## src/rtl/ppg_phase_sequencer_if.sv

```systemverilog
// Bundle between the config/ADC side and the PPG phase sequencer.
// master = register/config + ADC source, slave = the sequencer.
interface ppg_phase_sequencer_if #(
   parameter int ADC_W = 8
);
   logic             enable;
   logic [3:0]       red_drive;
   logic [3:0]       ir_drive;
   logic [6:0]       red_dc_comp;
   logic [6:0]       ir_dc_comp;
   logic [3:0]       red_gain;
   logic [3:0]       ir_gain;
   logic [ADC_W-1:0] ADC;
   logic             LED_RED;
   logic             LED_IR;
   logic [3:0]       LED_Drive;
   logic [6:0]       DC_Comp;
   logic [3:0]       PGA_Gain;
   logic [1:0]       phase;
   logic [ADC_W-1:0] red_sample;
   logic [ADC_W-1:0] ir_sample;
   logic [ADC_W-1:0] dark_sample;
   logic             sample_valid;

   modport master (
      output enable, red_drive, ir_drive, red_dc_comp, ir_dc_comp, red_gain, ir_gain, ADC,
      input  LED_RED, LED_IR, LED_Drive, DC_Comp, PGA_Gain, phase,
             red_sample, ir_sample, dark_sample, sample_valid
   );

   modport slave (
      input  enable, red_drive, ir_drive, red_dc_comp, ir_dc_comp, red_gain, ir_gain, ADC,
      output LED_RED, LED_IR, LED_Drive, DC_Comp, PGA_Gain, phase,
             red_sample, ir_sample, dark_sample, sample_valid
   );
endinterface

```

## src/rtl/ppg_phase_sequencer.sv

```systemverilog
// RED -> IR -> DARK phase sequencer for the fingerclip front end with per-phase ADC averaging.
// Optional macro AMBIENT_SUB_EN: subtract the dark average from red/ir (clamped at 0) when publishing.
module ppg_phase_sequencer #(
   parameter int PHASE_CYC  = 250,
   parameter int SETTLE_CYC = 50,
   parameter int AVG_LOG2   = 3,
   parameter int ADC_W      = 8
) (
   input logic                  clk,
   input logic                  rst,
   ppg_phase_sequencer_if.slave bus
);
   typedef enum logic [1:0] {IDLE = 2'd0, RED = 2'd1, IR = 2'd2, DARK = 2'd3} state_t;

   localparam int CNT_W = $clog2(PHASE_CYC + 1);
   localparam int ACC_W = ADC_W + AVG_LOG2;
   localparam logic [CNT_W-1:0] CNT_LAST = CNT_W'(PHASE_CYC - 1);
   localparam logic [CNT_W-1:0] WIN_LO   = CNT_W'(SETTLE_CYC);
   localparam logic [CNT_W-1:0] WIN_HI   = CNT_W'(SETTLE_CYC + 2**AVG_LOG2);

   state_t           state, state_next;
   logic [CNT_W-1:0] cnt;
   logic [ACC_W-1:0] acc, acc_next;
   logic [ADC_W-1:0] avg_next, red_avg, ir_avg, red_pub, ir_pub;
   logic             last, in_window, load_cfg;

   logic [3:0] sh_red_drive, sh_ir_drive, sh_red_gain, sh_ir_gain;
   logic [6:0] sh_red_dc, sh_ir_dc;
   logic [3:0] cfg_red_drive, cfg_ir_drive, cfg_red_gain, cfg_ir_gain;
   logic [6:0] cfg_red_dc, cfg_ir_dc;

   logic       led_red_next, led_ir_next;
   logic [3:0] drive_next, gain_next;
   logic [6:0] dc_next;

   assign last      = (state != IDLE) && (cnt == CNT_LAST);
   assign in_window = (state != IDLE) && (cnt >= WIN_LO) && (cnt < WIN_HI);
   assign acc_next  = in_window ? acc + ACC_W'(bus.ADC) : acc;
   assign avg_next  = acc_next[ACC_W-1:AVG_LOG2];
   assign bus.phase = state;

   // The entering phase sees freshly latched config on a load cycle, otherwise the shadows.
   assign cfg_red_drive = load_cfg ? bus.red_drive   : sh_red_drive;
   assign cfg_ir_drive  = load_cfg ? bus.ir_drive    : sh_ir_drive;
   assign cfg_red_dc    = load_cfg ? bus.red_dc_comp : sh_red_dc;
   assign cfg_ir_dc     = load_cfg ? bus.ir_dc_comp  : sh_ir_dc;
   assign cfg_red_gain  = load_cfg ? bus.red_gain    : sh_red_gain;
   assign cfg_ir_gain   = load_cfg ? bus.ir_gain     : sh_ir_gain;

`ifdef AMBIENT_SUB_EN
   assign red_pub = (red_avg > avg_next) ? red_avg - avg_next : '0;
   assign ir_pub  = (ir_avg  > avg_next) ? ir_avg  - avg_next : '0;
`else
   assign red_pub = red_avg;
   assign ir_pub  = ir_avg;
`endif

   always_ff @(posedge clk or posedge rst) begin
      if (rst) state <= IDLE;
      else     state <= state_next;
   end

   always_comb begin
      state_next   = state;
      load_cfg     = 1'b0;
      led_red_next = 1'b0;
      led_ir_next  = 1'b0;
      drive_next   = '0;
      dc_next      = '0;
      gain_next    = '0;
      unique case (state)
         IDLE: if (bus.enable) begin
            state_next = RED;
            load_cfg   = 1'b1;
         end
         RED:  if (last) state_next = IR;
         IR:   if (last) state_next = DARK;
         DARK: if (last) begin
            if (bus.enable) begin
               state_next = RED;
               load_cfg   = 1'b1;
            end else begin
               state_next = IDLE;
            end
         end
         default: state_next = IDLE;
      endcase
      unique case (state_next)
         RED: begin
            led_red_next = 1'b1;
            drive_next   = cfg_red_drive;
            dc_next      = cfg_red_dc;
            gain_next    = cfg_red_gain;
         end
         IR: begin
            led_ir_next = 1'b1;
            drive_next  = cfg_ir_drive;
            dc_next     = cfg_ir_dc;
            gain_next   = cfg_ir_gain;
         end
         DARK: begin
            dc_next   = cfg_red_dc;
            gain_next = cfg_red_gain;
         end
         default: ;
      endcase
   end

   always_ff @(posedge clk or posedge rst) begin
      if (rst) begin
         cnt              <= '0;
         acc              <= '0;
         red_avg          <= '0;
         ir_avg           <= '0;
         sh_red_drive     <= '0;
         sh_ir_drive      <= '0;
         sh_red_dc        <= '0;
         sh_ir_dc         <= '0;
         sh_red_gain      <= '0;
         sh_ir_gain       <= '0;
         bus.LED_RED      <= 1'b0;
         bus.LED_IR       <= 1'b0;
         bus.LED_Drive    <= '0;
         bus.DC_Comp      <= '0;
         bus.PGA_Gain     <= '0;
         bus.red_sample   <= '0;
         bus.ir_sample    <= '0;
         bus.dark_sample  <= '0;
         bus.sample_valid <= 1'b0;
      end else begin
         if (load_cfg) begin
            sh_red_drive <= bus.red_drive;
            sh_ir_drive  <= bus.ir_drive;
            sh_red_dc    <= bus.red_dc_comp;
            sh_ir_dc     <= bus.ir_dc_comp;
            sh_red_gain  <= bus.red_gain;
            sh_ir_gain   <= bus.ir_gain;
         end
         cnt <= (state == IDLE || last) ? '0 : cnt + 1'b1;
         acc <= last ? '0 : acc_next;
         if (last && state == RED) red_avg <= avg_next;
         if (last && state == IR)  ir_avg  <= avg_next;
         // The dark average is published straight from the accumulator, it never needs its own register.
         bus.sample_valid <= last && (state == DARK);
         if (last && state == DARK) begin
            bus.red_sample  <= red_pub;
            bus.ir_sample   <= ir_pub;
            bus.dark_sample <= avg_next;
         end
         bus.LED_RED   <= led_red_next;
         bus.LED_IR    <= led_ir_next;
         bus.LED_Drive <= drive_next;
         bus.DC_Comp   <= dc_next;
         bus.PGA_Gain  <= gain_next;
      end
   end
endmodule

```

## src/flat_wrapper.sv

```systemverilog
// flat-port wrapper written by rule: the top's interface ports become plain ports
module ppg_phase_sequencer_flat 
#(
   parameter int PHASE_CYC  = 250,
   parameter int SETTLE_CYC = 50,
   parameter int AVG_LOG2   = 3,
   parameter int ADC_W      = 8
)
  (clk, rst, bus_enable, bus_red_drive, bus_ir_drive, bus_red_dc_comp, bus_ir_dc_comp, bus_red_gain, bus_ir_gain, bus_ADC, bus_LED_RED, bus_LED_IR, bus_LED_Drive, bus_DC_Comp, bus_PGA_Gain, bus_phase, bus_red_sample, bus_ir_sample, bus_dark_sample, bus_sample_valid);
  ppg_phase_sequencer_if #(.ADC_W(ADC_W)) bus_i ();
  input logic clk;
  input logic rst;
  input wire logic [$bits(bus_i.enable)-1:0] bus_enable;
  input wire logic [$bits(bus_i.red_drive)-1:0] bus_red_drive;
  input wire logic [$bits(bus_i.ir_drive)-1:0] bus_ir_drive;
  input wire logic [$bits(bus_i.red_dc_comp)-1:0] bus_red_dc_comp;
  input wire logic [$bits(bus_i.ir_dc_comp)-1:0] bus_ir_dc_comp;
  input wire logic [$bits(bus_i.red_gain)-1:0] bus_red_gain;
  input wire logic [$bits(bus_i.ir_gain)-1:0] bus_ir_gain;
  input wire logic [$bits(bus_i.ADC)-1:0] bus_ADC;
  output wire logic [$bits(bus_i.LED_RED)-1:0] bus_LED_RED;
  output wire logic [$bits(bus_i.LED_IR)-1:0] bus_LED_IR;
  output wire logic [$bits(bus_i.LED_Drive)-1:0] bus_LED_Drive;
  output wire logic [$bits(bus_i.DC_Comp)-1:0] bus_DC_Comp;
  output wire logic [$bits(bus_i.PGA_Gain)-1:0] bus_PGA_Gain;
  output wire logic [$bits(bus_i.phase)-1:0] bus_phase;
  output wire logic [$bits(bus_i.red_sample)-1:0] bus_red_sample;
  output wire logic [$bits(bus_i.ir_sample)-1:0] bus_ir_sample;
  output wire logic [$bits(bus_i.dark_sample)-1:0] bus_dark_sample;
  output wire logic [$bits(bus_i.sample_valid)-1:0] bus_sample_valid;
  assign bus_i.enable = bus_enable;
  assign bus_i.red_drive = bus_red_drive;
  assign bus_i.ir_drive = bus_ir_drive;
  assign bus_i.red_dc_comp = bus_red_dc_comp;
  assign bus_i.ir_dc_comp = bus_ir_dc_comp;
  assign bus_i.red_gain = bus_red_gain;
  assign bus_i.ir_gain = bus_ir_gain;
  assign bus_i.ADC = bus_ADC;
  assign bus_LED_RED = bus_i.LED_RED;
  assign bus_LED_IR = bus_i.LED_IR;
  assign bus_LED_Drive = bus_i.LED_Drive;
  assign bus_DC_Comp = bus_i.DC_Comp;
  assign bus_PGA_Gain = bus_i.PGA_Gain;
  assign bus_phase = bus_i.phase;
  assign bus_red_sample = bus_i.red_sample;
  assign bus_ir_sample = bus_i.ir_sample;
  assign bus_dark_sample = bus_i.dark_sample;
  assign bus_sample_valid = bus_i.sample_valid;
  ppg_phase_sequencer #(.PHASE_CYC(PHASE_CYC), .SETTLE_CYC(SETTLE_CYC), .AVG_LOG2(AVG_LOG2), .ADC_W(ADC_W)) u_core (.clk(clk), .rst(rst), .bus(bus_i));
endmodule
```

## config.mk

```make
export PLATFORM = sky130hd
export DESIGN_NAME = ppg_phase_sequencer_flat
export DESIGN_NICKNAME = d
export VERILOG_FILES = /design/src/rtl/ppg_phase_sequencer_if.sv /design/src/rtl/ppg_phase_sequencer.sv /design/src/flat_wrapper.sv
export SDC_FILE = /design/constraint.sdc
export NUM_CORES = 1
export LEC_CHECK = 0
export CORE_UTILIZATION = 47
export CTS_CLUSTER_DIAMETER = 40
export DETAILED_ROUTE_END_ITERATION = 12
export GPL_ROUTABILITY_DRIVEN = 0
export HOLD_SLACK_MARGIN = 0.15
export PLACE_DENSITY = 0.75
export SLEW_MARGIN = 10
export SYNTH_ARGS = -nofsm -noshare
export SYNTH_HDL_FRONTEND = slang
export SYNTH_SLANG_ARGS = --single-unit
export TNS_END_PERCENT = 100
```

## constraint.sdc

```tcl
create_clock -name clk -period 3.1 [get_ports clk]
set_input_delay 0.31 -clock clk [delete_from_list [all_inputs] [get_ports clk]]
set_output_delay 0.31 -clock clk [all_outputs]
set_load 0.05 [all_outputs]
```

==> reports/qor.yml, run 1 <==
core_sq_um: 9819
grt_pass1_wl_mm: 14.57
dp_slack_ps: 231.4
post_cts_buffers: 0
clock-root-buffer: "clkbuf_8"
fin_ws_ps: 319.2
power_density_nw_per_um2: 422.0
crit_fanout: 11
cts_tree: "yes"
num_rows: 36
fin_util_pct: 60.92
rsz0062_at_grt: "false"
die_height_um: 103.0
via_per_inst: 5.185
antenna_left: 0
final_cell_mix: "dfrtp_1 (109), clkdlybuf4s50_1 (84), mux2_2 (39), nand2_1 (26), o21ai_0 (22)"
skew_ps: 12.74
timing.fmax_mhz: 359.6
busiest_layer: "met2"
finalCriticalPeriod_ps: 2781
met2_usage_pct: 30.36
syn_avg_cell_area_sq_um: 13.17
seq_area_frac_synth_pct: 56.92
layout.cells.non_filler: 590
placed_cells: 574
drt-wirelength-per-cell_um: 15.33
slew_violations: 0
worstPathArrival_ps: 3040
clock_path_buffers: 2
grtUsageMet3_pct: 3.186
port_buffers: 84
clk_pin_slew_ps: 110
outcome: "complete, no violations"
synthesis.area_sq_um: 4792
grt_pass1_vias: 3001
yosysUniqueCellTypes: 48
drcViolationCount: 0
final_common_cell: "dfrtp_1"
drtPass1Iterations: 4
peakVddDrop_uv: 203.8
synth_nets: 424
drt_wl_total_mm: 9.044
initial_core_util_pct: 48.80
die_x_um: 103.0
use_met1_pct: 24.17
drive_above_1_share_pct: 20.35
hpwl_mm: 6.548
synth_area_leaders: "dfrtp_1 (57%), mux2_2 (9.2%), mux2_4 (5.3%)"
grt.overflow.total: 0
cts_buffers: 9
synth_largest_area_cell: "dfrtp_1"
cts_hold_buffers: 0
worstSetupPathType: "reg2reg"
die-area_sq_um: 10600
end_kind: "flop"
power.leakage_uw: 0.002751
cp-start-kind: "flop"
async_reset_ff_share_pct: 100.0
num_vias: 3059
clock_sinks: 109
cap_viol_max_count: 0
n_antenna_cell: 0
clk_latency_ps: 370
htreeDepth: 3
antenna_found_initial: 0
grt_max_degree: 53
area_growth_pct: 24.83
grt_usage_pct: 18.12
required_ps: 3360
yosys_warnings: 0
finalHoldViolations: 0
synthCells: 364
final-setup-viol-count: 0
relSlewSlack_pct: 57.02
power_uw: 2524
synth_edf_count: 0
final_nets: 512
cts_resized: 0
ys_ff_latch: 109
drtIter0Drc: 153
ys.flop_type: "dfrtp_1"
tightest_slew_ps: 644.7
min_path_type: "in2async"
min_period_over_period_pct: 89.70
synth_top_area_share_pct: 56.92
io_pins: 85
final.setup.tns_ps: 0
[cell usage after synthesis (all sizes together), types with 2 or more instances]
master and n:
o21ai 23, mux2i 3, a32o 15, nor3 5, nand4b 2, and3 4, inv 15, o31ai 3
or2 2, a21oi 12, or3 3, a31oi 5, xor2 4, and4b 2, ha 18, nor2 11
mux2 56, nand3b 2, dfrtp 109, o21a 2, nand2 26, a211oi 2, clkbuf 7, nand3 8
nor2b 2, and2 2, xnor2 4, buf 6
[per-layer routing]
| metal | up-vias | routed length [um] |
|---|---|---|
| met3 | 9 | 343 |
| li1 | 1485 | - |
| met5 | - | 0 |
| met4 | 0 | 112 |
| met1 | 1506 | 4107 |
| met2 | 59 | 4481 |
[sequential cells by signal, summed over array words and instances (netlist names), 7 cells and up]
name                    cells
u_core.red_avg              8
u_core.acc                 11
u_core.cnt                  8
u_core.bus.ir_sample        8
u_core.ir_avg               8
u_core.sh_red_dc            7
u_core.bus.red_sample       8
u_core.bus.dark_sample      8
u_core.sh_ir_dc             7
u_core.bus.DC_Comp          7
[where the power goes]
part,internal [uW],total [uW],switching (uW),leakage [uW]
logic,107,216,109,0.00127
registers,1450,1460,8.86,0.00138
clock network,337,849,511,0.000103
total,1890,2520,629,0.00275
[logic make-up after synthesis]
| family | Yosys count | share of synthesized area [%] |
|---|---|---|
| flip-flops | 109 | 56.92 |
| AND/OR/NAND/NOR | 71 | 7.964 |
| AO/OA/AOI/OAI | 70 | 10.55 |
| multiplexers | 59 | 15.12 |
| buffers and inverters | 28 | 2.872 |
| adder cells (fa/ha/maj) | 19 | 5.118 |
| XOR/XNOR | 8 | 1.462 |
[cell type report]
cell class / count / area, sq um
fillers: 834 / 3837
flip-flops and latches: 109 / 2728
multi-input cells: 227 / 1929
repair buffers: 90 / 898.4
well taps: 133 / 166.4
clock buffers: 10 / 137.6
clock inverters: 6 / 62.56
inverters: 15 / 60.06
[final timing paths]
path	start	cells past startpoint	slack [ps]	to
max	u_core.bus.phase[0]	10	320	u_core.bus.DC_Comp[2]
min	rst	2	300	u_core.sh_red_dc[3]
max reg2reg	u_core.bus.phase[0]	10	320	u_core.bus.DC_Comp[2]
min reg2reg	u_core.ir_avg[3]	2	480	u_core.ir_avg[3]
max in group asynchronous	rst	3	1980	u_core.cnt[0]
min in group clk	u_core.ir_avg[3]	2	480	u_core.ir_avg[3]
[worst max-delay path, cell delays in order, from the launching register on]
cell,delay [ps]
dfrtp_1,460
inv_1,120
ha_1,290
inv_1,120
nand3_1,250
a211oi_1,310
a21oi_1,90
o21ai_0,290
ha_1,240
inv_1,180
a32o_1,310
[metrics by stage]
stage | hold WS, ps | cell area, sq um
finish | 303.4 | 5982
floorplan | 446.0 | 4796
CTS | 298.9 | 5979
global route | 324.8 | 5982
detailed placement | 466.2 | 5779
global placement | 463.5 | 5779
No activity file was read; power rests on OpenSTA's default activity.
==> run 2, diff against run 1 <==
--- a/config.mk
+++ b/config.mk
@@ -5,6 +5,7 @@
 export SDC_FILE = /design/constraint.sdc
 export NUM_CORES = 1
 export LEC_CHECK = 0
+export CAP_MARGIN = 20
 export CORE_UTILIZATION = 47
 export CTS_CLUSTER_DIAMETER = 40
 export DETAILED_ROUTE_END_ITERATION = 12
@@ -15,4 +16,4 @@
 export SYNTH_ARGS = -nofsm -noshare
 export SYNTH_HDL_FRONTEND = slang
 export SYNTH_SLANG_ARGS = --single-unit
-export TNS_END_PERCENT = 100
+export TNS_END_PERCENT = 1
==> results of run 2 <==
Final layout, timing and power as in run 1 (identical DEF).
==> run 3, diff against run 2 <==
--- a/config.mk
+++ b/config.mk
@@ -6,12 +6,14 @@
 export NUM_CORES = 1
 export LEC_CHECK = 0
 export CAP_MARGIN = 20
-export CORE_UTILIZATION = 47
+export CELL_PAD_IN_SITES_DETAIL_PLACEMENT = 0
+export CELL_PAD_IN_SITES_GLOBAL_PLACEMENT = 1
+export CORE_UTILIZATION = 38
 export CTS_CLUSTER_DIAMETER = 40
 export DETAILED_ROUTE_END_ITERATION = 12
 export GPL_ROUTABILITY_DRIVEN = 0
 export HOLD_SLACK_MARGIN = 0.15
-export PLACE_DENSITY = 0.75
+export PLACE_DENSITY_LB_ADDON = 0.1
 export SLEW_MARGIN = 10
 export SYNTH_ARGS = -nofsm -noshare
 export SYNTH_HDL_FRONTEND = slang
==> reports/qor.yml, run 3 (same netlist as run 1, synthesis figures left out) <==
outcome: "complete, no violations"
num_rows: 40  # +11%
port_buffers: 84  # unchanged
cts_resized: 0  # unchanged
hold_slack_ps: 452.8  # +149.4 ps
pwr-share-seq_pct: 49.4  # -8.4 points
dp_slack_ps: 400.4  # +169.1 ps
skew_ps: 8.128  # -4.616 ps
clk_pin_slew_ps: 70  # -40 ps
final-setup-viol-count: 0  # unchanged
cap_viol_max_count: 0  # unchanged
drive_above_1_share_pct: 20.31  # -0.044 points
crit_fanout: 11  # unchanged
timing.fmax_mhz: 367.6  # +2.2%
power_uw: 2952  # +17%
crit_path_cell_trace: "inv_1 -> ha_1 -> nor3_1 -> or2_2 -> o31ai_4 -> inv_2 -> ha_1 -> nor2_1 -> a32o_1"
timing.rr.start: "u_core.bus.phase[0]"
clock-root-buffer: "clkbuf_16"
num_vias: 3055  # -0.13%
tightest_slew_ps: 823.3  # +178.6 ps
via_per_inst: 4.880  # -5.9%
required_ps: 3390  # +30 ps
post_dp_cell_area_sq_um: 5843  # +1.1%
cp_slowest_stage_delay_ps: 640  # +180 ps
antenna_left: 0  # unchanged
r2r.worst_path.cells: 9  # -1
grt_usage_pct: 16.38  # -1.7 points
largest_register_ff_count: 11  # unchanged
core_sq_um: 12160  # +24%
drt_wl_total_mm: 9.618  # +6.3%
grt.overflow.total: 0  # unchanged
finalHoldViolations: 0  # unchanged
worstPathArrival_ps: 3010  # -30 ps
hpwl_mm: 6.652  # +1.6%
die_height_um: 114.3  # +11%
post_cts_buffers: 0  # unchanged
min_path_type: "in2async"
clkPwrFrac_pct: 43.2  # +9.6 points
drtIter0Drc: 121  # -21%
die_x_um: 114.3  # +11%
crit_slowest_cell: "nor2_1"
rsz0062_at_grt: "false"
min_period_over_period_pct: 87.75  # -1.9 points
internal_power_uw: 2313  # +22%
die-area_sq_um: 13060  # +23%
drcViolationCount: 0  # unchanged
drt-wirelength-per-cell_um: 15.36  # +0.23%
area_growth_pct: 28.93
r2r_slack_ps: 380  # +60 ps
htreeDepth: 3  # unchanged
peakVddDrop_uv: 335.1  # +64%
power.leakage_uw: 0.002822  # +2.6%
p_sw_uw: 638.2  # +1.4%
clock_sinks: 109  # unchanged
worstSetupPathType: "reg2reg"
grt_max_degree: 44  # -17%
final.setup.tns_ps: 0  # unchanged
finalCriticalPeriod_ps: 2720  # -60.40 ps
cp-start-kind: "flop"
clk_latency_ps: 350  # -20 ps
final_nets: 513  # +0.20%
crit_top_cell: "ha_1"
power_density_nw_per_um2: 477.7  # +13%
n_antenna_cell: 0  # unchanged
drtPass1Iterations: 4  # unchanged
antenna_found_initial: 0  # unchanged
cts_tree: "yes"
clock_path_buffers: 2  # unchanged
grt_pass1_vias: 3215  # +7.1%
end_kind: "flop"
final_cell_mix: "dfrtp_1 (109), clkdlybuf4s50_1 (84), mux2_2 (39), nand2_1 (26), o21ai_0 (22)"
r2r_end: "u_core.bus.DC_Comp[6]"
final_common_cell: "dfrtp_1"
grt_pass1_wl_mm: 16.32  # +12%
cts_buffers: 9  # unchanged
p_sw_share_pct: 21.62  # -3.3 points
slew_violations: 0  # unchanged
design_area_sq_um: 6178  # +3.3%
initial_core_util_pct: 39.40  # -9.4 points
comb_power_share_pct: 7.4  # -1.2 points
cts_hold_buffers: 0  # unchanged
fin_ws_ps: 379.6  # +60.40 ps
relSlewSlack_pct: 44.91  # -12 points
largest_register: "u_core.acc"
io_pins: 85  # unchanged
==> run 3: per-stage QoR <==
step	cells	util, %
after global placement	610	48.05
after CTS	626	50.80
after detailed placement	610	48.05
final	626	50.80
after floorplan	364	-
after global routing	626	50.80
==> run 3: worst max path at each step <==
stage / start / to / slack [ps]
2_1_floorplan: u_core.bus.phase[0] / u_core.bus.DC_Comp[1] / 360
3_3_place_gp: u_core.bus.phase[0] / u_core.bus.PGA_Gain[0] / 480
3_5_place_dp: u_core.bus.phase[0] / u_core.bus.DC_Comp[6] / 400
4_1_cts: u_core.bus.phase[0] / u_core.bus.DC_Comp[6] / 360
5_1_grt: u_core.bus.phase[0] / u_core.bus.DC_Comp[4] / 160
6_report: u_core.bus.phase[0] / u_core.bus.DC_Comp[6] / 380
==> run 3: power by group through the flow <==
stage               sequential (uW)  clock, uW  combinational (uW)
finish                         1460       1270                 218
floorplan                      1520          0                85.5
CTS                            1460       1310                 224
global placement               1490          0                 220
detailed placement             1490          0                 222
global route                   1460       1360                 240
==> run 3: routing by layer <==
layer  track usage, %  up-vias  share of wire (%)
met5                0        -                  0
met4            4.935        0                1.3
met3            4.764        9                4.4
met1            22.74     1499                 49
met2            24.85       63                 45
li1                 -     1484                  -
==> run 3: final cells by class <==
cell class | count | area [sq um]
Inverter | 15 | 60.06
Timing Repair Buffer | 91 | 918.4
Clock buffer | 11 | 252.7
Sequential cell | 109 | 2728
Tap cell | 168 | 210.2
Clock inverter | 5 | 82.58
Multi-Input combinational cell | 227 | 1927
Fill cell | 1104 | 5983
==> run 3: critical path, delay by kind of cell (launching register included) <==
kind,cells,cell delay (ps)
adder cells (fa/ha/maj),2,500
AO/OA/AOI/OAI,2,480
AND/OR/NAND/NOR,3,1020
flip-flops,1,450
buffers and inverters,2,210
